<file path="src/rtl/hazard_ctrl.sv">
// Pipeline hazard control: load-use stall, branch/jump flush, multi-cycle multiply and memory-wait stalls.
// Latency: outputs are combinational from state/cnt/inputs; the state reacts on the next rising edge.
// Backpressure: memory wait freezes every stage; a multiply freezes the front end and bubbles EX/MEM.
module hazard_ctrl #(
    parameter int MUL_LAT = 4,
    parameter int CNT_W   = 3
) (
    input  logic       clk_i,
    input  logic       rst_i,
    input  logic [4:0] id_rs_i,
    input  logic [4:0] id_rt_i,
    input  logic       ex_memread_i,
    input  logic [4:0] ex_rt_i,
    input  logic       id_branch_taken_i,
    input  logic       id_jump_i,
    input  logic       id_mul_i,
    input  logic       mem_req_i,
    input  logic       mem_ack_i,
    output logic       pc_hold_o,
    output logic       ifid_hold_o,
    output logic       ifid_flush_o,
    output logic       idex_hold_o,
    output logic       idex_bubble_o,
    output logic       exmem_hold_o,
    output logic       exmem_bubble_o,
    output logic [1:0] state_o
);

    typedef enum logic [1:0] {
        RUN  = 2'd0,
        MUL  = 2'd1,
        MEMW = 2'd2
    } state_t;

    // The counter is loaded with MUL_LAT-1 so that the MUL state lasts
    // MUL_LAT-1 cycles after the cycle the multiply sat in ID.
    localparam logic [CNT_W-1:0] MUL_INIT = CNT_W'(MUL_LAT - 1);
    localparam logic [CNT_W-1:0] CNT_ONE  = CNT_W'(1);
    localparam logic [CNT_W-1:0] CNT_ZERO = '0;

    state_t           state;
    logic [CNT_W-1:0] cnt;

    logic load_use;
    logic memstall;
    logic redirect;

    assign load_use = ex_memread_i && (ex_rt_i != 5'd0) &&
                      ((ex_rt_i == id_rs_i) || (ex_rt_i == id_rt_i));
    assign memstall = mem_req_i && !mem_ack_i;
    assign redirect = id_branch_taken_i || id_jump_i;

    // State and stall counter sequencing.
    always_ff @(posedge clk_i or negedge rst_i) begin
        if (!rst_i) begin
            state <= RUN;
            cnt   <= CNT_ZERO;
        end else begin
            case (state)
                RUN: begin
                    if (memstall) begin
                        state <= MEMW;
                    end else if (!load_use && id_mul_i) begin
                        // A taken branch alongside the multiply still lets it start.
                        cnt   <= MUL_INIT;
                        state <= MUL;
                    end
                end
                MUL: begin
                    if (memstall) begin
                        // Memory wait takes over; the remaining multiply count is kept.
                        state <= MEMW;
                    end else begin
                        cnt <= cnt - CNT_ONE;
                        if (cnt == CNT_ONE) begin
                            state <= RUN;
                        end
                    end
                end
                MEMW: begin
                    if (mem_ack_i) begin
                        state <= (cnt != CNT_ZERO) ? MUL : RUN;
                    end
                end
                default: begin
                    state <= RUN;
                    cnt   <= CNT_ZERO;
                end
            endcase
        end
    end

    // Hold/flush/bubble decode; everything is forced low while reset is asserted.
    always_comb begin
        pc_hold_o      = 1'b0;
        ifid_hold_o    = 1'b0;
        ifid_flush_o   = 1'b0;
        idex_hold_o    = 1'b0;
        idex_bubble_o  = 1'b0;
        exmem_hold_o   = 1'b0;
        exmem_bubble_o = 1'b0;
        if (rst_i) begin
            case (state)
                RUN: begin
                    if (memstall) begin
                        pc_hold_o    = 1'b1;
                        ifid_hold_o  = 1'b1;
                        idex_hold_o  = 1'b1;
                        exmem_hold_o = 1'b1;
                    end else if (load_use) begin
                        pc_hold_o     = 1'b1;
                        ifid_hold_o   = 1'b1;
                        idex_bubble_o = 1'b1;
                    end else if (redirect) begin
                        ifid_flush_o = 1'b1;
                    end
                end
                MUL: begin
                    pc_hold_o   = 1'b1;
                    ifid_hold_o = 1'b1;
                    idex_hold_o = 1'b1;
                    if (memstall) begin
                        exmem_hold_o = 1'b1;
                    end else begin
                        exmem_bubble_o = 1'b1;
                    end
                end
                MEMW: begin
                    // Holds release in the same cycle the memory acknowledges.
                    if (!mem_ack_i) begin
                        pc_hold_o    = 1'b1;
                        ifid_hold_o  = 1'b1;
                        idex_hold_o  = 1'b1;
                        exmem_hold_o = 1'b1;
                    end
                end
                default: begin
                    pc_hold_o = 1'b0;
                end
            endcase
        end
    end

    assign state_o = state;

endmodule

</file>
<file path="config.mk">
export PLATFORM = sky130hd
export DESIGN_NAME = hazard_ctrl
export DESIGN_NICKNAME = d
export VERILOG_FILES = /design/src/rtl/hazard_ctrl.sv
export SDC_FILE = /design/constraint.sdc
export NUM_CORES = 1
export LEC_CHECK = 0
export CAP_MARGIN = 20
export CORE_MARGIN = 2
export CORE_UTILIZATION = 37
export DETAILED_ROUTE_END_ITERATION = 8
export PLACE_DENSITY = 0.79
export SYNTH_ARGS = -nofsm -noshare
export SYNTH_HDL_FRONTEND = slang
export SYNTH_SLANG_ARGS = --single-unit
</file>
<file path="constraint.sdc">
create_clock -name clk_i -period 2.3 [get_ports clk_i]
set_clock_uncertainty 0.05 [all_clocks]
set_input_delay 0.46 -clock clk_i [delete_from_list [all_inputs] [get_ports clk_i]]
set_output_delay 0.46 -clock clk_i [all_outputs]
set_load 0.05 [all_outputs]
</file>
# Yosys cells after proc, flatten, opt, wreduce, memory -nomap -nowiden

Cells that the tools add are included.
Widths: inputs -> output; s select.

Register bits after elaboration: 5
Bits in latches: 0
Bits in writable memories: 0
ROM bits: 0
Input port bits: 23
Output and inout bits: 9
Memories: 0

Add/subtract/negate cells: 1
$mul: 0
Div/mod/pow operators: 0
Order comparisons: 0
Equal/unequal tests: 11
Shift operators: 0
Multiplexer cells: 32
Bitwise operators: 1
Reductions and logical operators: 14

Operator list:

| cell                | count |
|---|---|
| $mux 1              | 19 |
| $eq 5x5->1          | 2 |
| $mux 2              | 5 |
| $mux 3              | 3 |
| $pmux 3 s3          | 1 |
| $ne 2x2->1 const B  | 4 |
| $ne 3x3->1 const B  | 2 |
| $pmux 1 s3          | 2 |
| $pmux 2 s3          | 1 |
| $reduce_bool 5->1   | 1 |
| $logic_and 1x1->1   | 4 |
| $reduce_and 4->1    | 1 |
| $eq 3x1->1 const B  | 1 |
| $reduce_and 3->1    | 1 |
| $reduce_bool 3->1   | 1 |
| $sub 3x1->3 const B | 1 |
| $eq 2x1->1 const B  | 1 |
| $eq 2x2->1 const B  | 1 |
| $logic_not 1->1     | 2 |
| $logic_not 2->1     | 1 |
| $logic_or 1x1->1    | 2 |
| $pmux 1 s2          | 1 |
| $reduce_or 2->1     | 1 |
| $not 1->1           | 1 |

# Logic depth before layout (Yosys ltp)

Gate-level depths: netlist of run 1.

Depth after elaboration: 8
Depth in mapped cells: 7
Mapped depth without buffers: 6

# Worst setup path after synthesis of run 1

Ideal clock, no wire load.

Path kind: reg-to-output
From: reg state[1], in the netlist state_o[1]
To: out pc_hold_o
Arrival time: 2,373 ps
Slack: -583 ps
Cell stages (with the launch flop): 8
Path through: dfrtp_1 -> clkbuf_1 -> nand2b_1 -> a21oi_1 -> nor2b_1 -> o21a_1 -> a31o_2 -> buf_4

Cells in the longest elaborated chain, start to end: 3
Elaborated cells on any way between the ends: 5
Classes of those cells: 2 x eq/ne; 2 x mux; 1 x reduce/logical

RTL lines:

| item                                     | RTL line | source |
|---|---|---|
| start: declaration                       | 41       | `state_t state;` |
| start signal: assignment                 | 82       | `state <= (cnt != CNT_ZERO) ? MUL : RUN;` |
| $eq 2x2->1, or another cell as far along | -        |  |
| $pmux 1 s3 (*)                           | -        |  |
| $mux 1 (*)                               | -        |  |
| end: declaration                         | 19       | `output logic pc_hold_o,` |

Every way passes the cells marked *; elsewhere a longest branch is shown, timed or not.

# Final worst setup path of run 1

From: in ex_rt_i[4]
To: out pc_hold_o

Cells in the longest elaborated chain, start to end: 7
Elaborated cells on any way between the ends: 10
Classes of those cells: 2 x eq/ne; 4 x mux; 4 x reduce/logical

RTL lines:

| item                                                  | RTL line | source |
|---|---|---|
| start: declaration                                    | 13       | `input logic [4:0] ex_rt_i,` |
| $eq 5x5->1 or $reduce_bool 5->1 (tied branches)       | 49, 48   |  |
| $logic_or 1x1->1 or $logic_and 1x1->1 (tied branches) | 49, 48   |  |
| $logic_and 1x1->1 (*)                                 | 48       | `assign load_use = ex_memread_i && (ex_rt_i != 5'd0) &&` |
| $mux 1 (*)                                            | 110      | `end else if (load_use) begin` |
| $mux 1 (*)                                            | 105      | `if (memstall) begin` |
| $pmux 1 s3 (*)                                        | 103      | `case (state)` |
| $mux 1 (*)                                            | 102      | `if (rst_i) begin` |

Marks and branches as above.

==> run_summary.xml, run 1 <==
<?xml version="1.0" encoding="UTF-8"?>
<metrics>
  <group name="drt">
    <metric name="finalWirelength" unit="mm">1.497</metric>
    <metric name="vias" unit="">627</metric>
    <metric name="route.antenna.remaining_nets" unit="">0</metric>
    <metric name="routed_wire_length_per_instance" unit="µm">11.98</metric>
    <metric name="remaining_drc_errors" unit="">0</metric>
    <metric name="drt_iter0_markers" unit="">3</metric>
    <metric name="via_cell_ratio" unit="">5.016</metric>
    <metric name="drt_first_pass_iters" unit="">4</metric>
  </group>
  <group name="cts">
    <metric name="clk_latency" unit="ns">0.24</metric>
    <metric name="clk_transition_reported_paths" unit="ns">0.04</metric>
    <metric name="clock-sinks" unit="">5</metric>
    <metric name="numCtsBuffers" unit="">3</metric>
    <metric name="htreeDepth" unit="">1</metric>
    <metric name="cts_tree" unit="">done</metric>
    <metric name="cts_hold_buffers" unit="">0</metric>
    <metric name="cts.path.max_buffers" unit="">2</metric>
    <metric name="cts.root.buffer_cell" unit="">clkbuf_4</metric>
  </group>
  <group name="final_layout">
    <metric name="diodes" unit="">0</metric>
    <metric name="areaGrowthSynthToFinish" unit="%">93.26</metric>
    <metric name="share_of_layout_cells_above_drive_strength_1" unit="%">38.53</metric>
    <metric name="design_area" unit="mm²">0.001112</metric>
    <metric name="fin_nets" unit="">136</metric>
  </group>
  <group name="floorplanning">
    <metric name="std_cell_core_area" unit="mm²">0.001489</metric>
    <metric name="fp.dieH" unit="µm">43.44</metric>
    <metric name="pin_count" unit="">32</metric>
    <metric name="fp-row-count" unit="">14</metric>
    <metric name="dieArea" unit="mm²">0.001887</metric>
    <metric name="die_width" unit="µm">43.44</metric>
    <metric name="initial_core_util" unit="%">38.66</metric>
  </group>
  <group name="power">
    <metric name="fin_total_pwr" unit="mW">0.8726</metric>
    <metric name="power.static_leakage" unit="nW">0.5096</metric>
    <metric name="power_per_cell_area" unit="mW/mm²">784.5</metric>
    <metric name="irDropWorstVdd" unit="mV">0.3370</metric>
  </group>
  <group name="critical_path">
    <metric name="worst_setup_path_class" unit="">in2out</metric>
    <metric name="regToRegSetupSlack" unit="ns">0.79</metric>
    <metric name="crit_fanout" unit="">3</metric>
    <metric name="cp_data_arrival_time" unit="ns">1.76</metric>
    <metric name="worstSetupStartpointType" unit="">input port</metric>
    <metric name="rr_startpoint" unit="">state_o[0]</metric>
    <metric name="reg2regPathDepth" unit="">5</metric>
    <metric name="cp.required" unit="ns">1.79</metric>
    <metric name="cp-end-kind" unit="">output pin</metric>
    <metric name="critical_path.reg2reg.endpoint" unit="">state_o[0]</metric>
  </group>
  <group name="logic_synthesis">
    <metric name="synth.yosys.warnings" unit="">0</metric>
    <metric name="ys_top_cells_by_count" unit="">10 x xor2_1, 7 x nor2_1, 5 x a21oi_1, 5 x dfrtp_1</metric>
    <metric name="cell_count_after_synthesis" unit="">66</metric>
    <metric name="ys.flop_type" unit="">dfrtp_1</metric>
    <metric name="post-synth-top-area-cell" unit="">dfrtp_1</metric>
    <metric name="synth_fp_nets" unit="">92</metric>
    <metric name="postSynthAreaPerCell" unit="µm²">8.720</metric>
    <metric name="yosys-top-cells-area" unit="">dfrtp_1 22%, xor2_1 15%, ha_1 6.5%</metric>
    <metric name="ys_types" unit="">29</metric>
    <metric name="yosysMostFrequentCell" unit="">xor2_1</metric>
    <metric name="yosys.area.top_type_share" unit="%">21.74</metric>
    <metric name="number_of_enable_flip_flop_cells_after_synthesis" unit="">0</metric>
    <metric name="postSynthRegisterBits" unit="">5</metric>
    <metric name="part_of_the_yosys_area_used_for_sequential_elements" unit="%">21.74</metric>
    <metric name="asyncSetResetFlopFracSynth" unit="%">100.0</metric>
    <metric name="syn-cell-area" unit="µm²">575.6</metric>
  </group>
  <group name="grt">
    <metric name="first_global_vias" unit="">618</metric>
    <metric name="maximum_number_of_pins_on_one_net_before_global_route_repair" unit="">12</metric>
    <metric name="grt_antenna_before_repair" unit="">0</metric>
    <metric name="globalRoute.totalOverflow" unit="">0</metric>
    <metric name="global_route.usage.total" unit="%">18.25</metric>
    <metric name="grt_pass1_wl" unit="mm">2.525</metric>
  </group>
  <group name="sta">
    <metric name="report.final.slew_viol_count" unit="">0</metric>
    <metric name="fin_hold_viols" unit="">0</metric>
    <metric name="grt_setup_unrepaired" unit="">no</metric>
    <metric name="max-slew-margin-rel" unit="%">66.82</metric>
    <metric name="min_period_over_period" unit="%">98.68</metric>
    <metric name="finalWorstPathRequiredPeriod" unit="ns">2.270</metric>
    <metric name="maxClockFrequency" unit="GHz">0.4406</metric>
    <metric name="report.final.setup_viol" unit="">0</metric>
    <metric name="setup_total_negative_slack" unit="ns">0</metric>
    <metric name="tightestPinTransition" unit="ns">0.4961</metric>
  </group>
  <group name="hold_path">
    <metric name="timing.hold.worst.start" unit="">cnt[2]</metric>
    <metric name="hold_path.class" unit="">reg2reg</metric>
    <metric name="min_to" unit="">cnt[2]</metric>
    <metric name="hold_path_depth" unit="">1</metric>
  </group>
  <group name="job">
    <metric name="drv.max_cap_violation_count" unit="">0</metric>
  </group>
  <group name="placement">
    <metric name="port_buffers" unit="">31</metric>
    <metric name="gp_congestion" unit="">0.8032</metric>
    <metric name="postPlaceCellArea" unit="mm²">0.001064</metric>
    <metric name="place.detailed.hpwl" unit="mm">1.239</metric>
  </group>
  <group name="run_status">
    <metric name="outcome" unit="">finished clean</metric>
  </group>
</metrics>
-- state kept, by name (all words and copies together), names as in the netlist --
register / cells
cnt: 3
state_o: 2
-- cell families (layout without fill, tap and decap cells) --
kind of cell,after synthesis,count (layout),share of synthesized area [%]
buffers and inverters,7,50,5.433
adder cells (fa/ha/maj),3,3,6.522
AO/OA/AOI/OAI,17,17,25.44
multiplexers,2,2,5.218
AND/OR/NAND/NOR,22,22,20.44
flip-flops,5,5,21.74
XOR/XNOR,10,10,15.22
-- worst max path at each step --
stage                   to  slack (ns)  startpoint
2_1_floorplan    pc_hold_o       -0.17  state_o[1]
6_report         pc_hold_o        0.03  ex_rt_i[4]
4_1_cts          pc_hold_o       0.007  ex_rt_i[4]
3_3_place_gp   ifid_hold_o       -0.31  ex_rt_i[2]
3_5_place_dp     pc_hold_o       -0.35  ex_rt_i[2]
5_1_grt          pc_hold_o      0.0002  ex_rt_i[4]
-- repair_timing --
action / CTS / global route
hold endpoints to repair: 0 / 0
endpoints found under the setup margin: 4 / 4
pin swaps: 15 / 3
buffers inserted: 1 / 0
resized for setup: 34 / 3
-- cell usage in the layout, fill, tap and decap left out, types with 2 or more instances in the layout --
| master | instances |
|---|---|
| buf_6 | 2 |
| nor3_4 | 2 |
| nor3_2 | 2 |
| a21oi_1 | 5 |
| clkdlybuf4s50_1 | 8 |
| xor2_1 | 10 |
| nor2_1 | 6 |
| mux2_4 | 2 |
| inv_1 | 4 |
| clkbuf_4 | 3 |
| and3_1 | 2 |
| ha_1 | 3 |
| nor2b_1 | 2 |
| buf_12 | 7 |
| buf_2 | 2 |
| dfrtp_2 | 2 |
| buf_4 | 10 |
| dlygate4sd2_1 | 10 |
| dfrtp_1 | 3 |
| nand2b_1 | 3 |
-- critical path, cell delays in order --
cell and delay, ns:
clkdlybuf4s15_2 0.21, or4_4 0.43, o21ai_4 0.17, nor2_4 0.07, a31o_4 0.27, buf_12 0.15
-- cell type report --
class / count / area, µm²
sequential: 5 / 127.6
fill: 116 / 376.6
multi-input combinational: 54 / 474.2
tap: 16 / 20.02
timing repair buffer: 42 / 449.2
inverter: 4 / 15.01
clock buffer: 4 / 26.28
-- power by group --
part,internal (mW),switching (mW)
logic,0.293,0.294
registers,0.127,0.0572
clock network,0.0656,0.0362
-- metrics by stage --
| step | util, % | hold slack, ns | instances | setup slack [ns] |
|---|---|---|---|---|
| floorplan | - | 0.1144 | 66 | -0.1734 |
| global placement | 71.43 | 0.4390 | 120 | -0.3084 |
| detailed placement | 71.43 | 0.4347 | 120 | -0.3482 |
| CTS | 74.12 | 0.4535 | 125 | 0.007395 |
| global route | 74.71 | 0.4623 | 125 | 0.0002420 |
| finish | 74.71 | 0.4565 | 125 | 0.03032 |
-- metal layers --
layer  global-route usage (%)  routed length (µm)  part of all wire (%)  vias to the layer above
li1                         -                   -                     -                      316
met1                    18.37                 548                    37                      284
met2                    35.22                 852                    57                       25
met3                    2.083                  79                   5.3                        2
met4                    10.91                  16                   1.1                        0
met5                        0                   0                     0                        -
No activity file was read; power rests on OpenSTA's default activity.
==> run 2: changes to the inputs <==
HOLD_SLACK_MARGIN = 0.03   (was default)
==> results of run 2 <==
Final layout, timing and power as in run 1 (identical DEF).
==> run 3: changes to the inputs <==
GPL_ROUTABILITY_DRIVEN = 0   (was default)
==> results of run 3 <==
Final layout, timing and power as in run 1 (identical DEF).
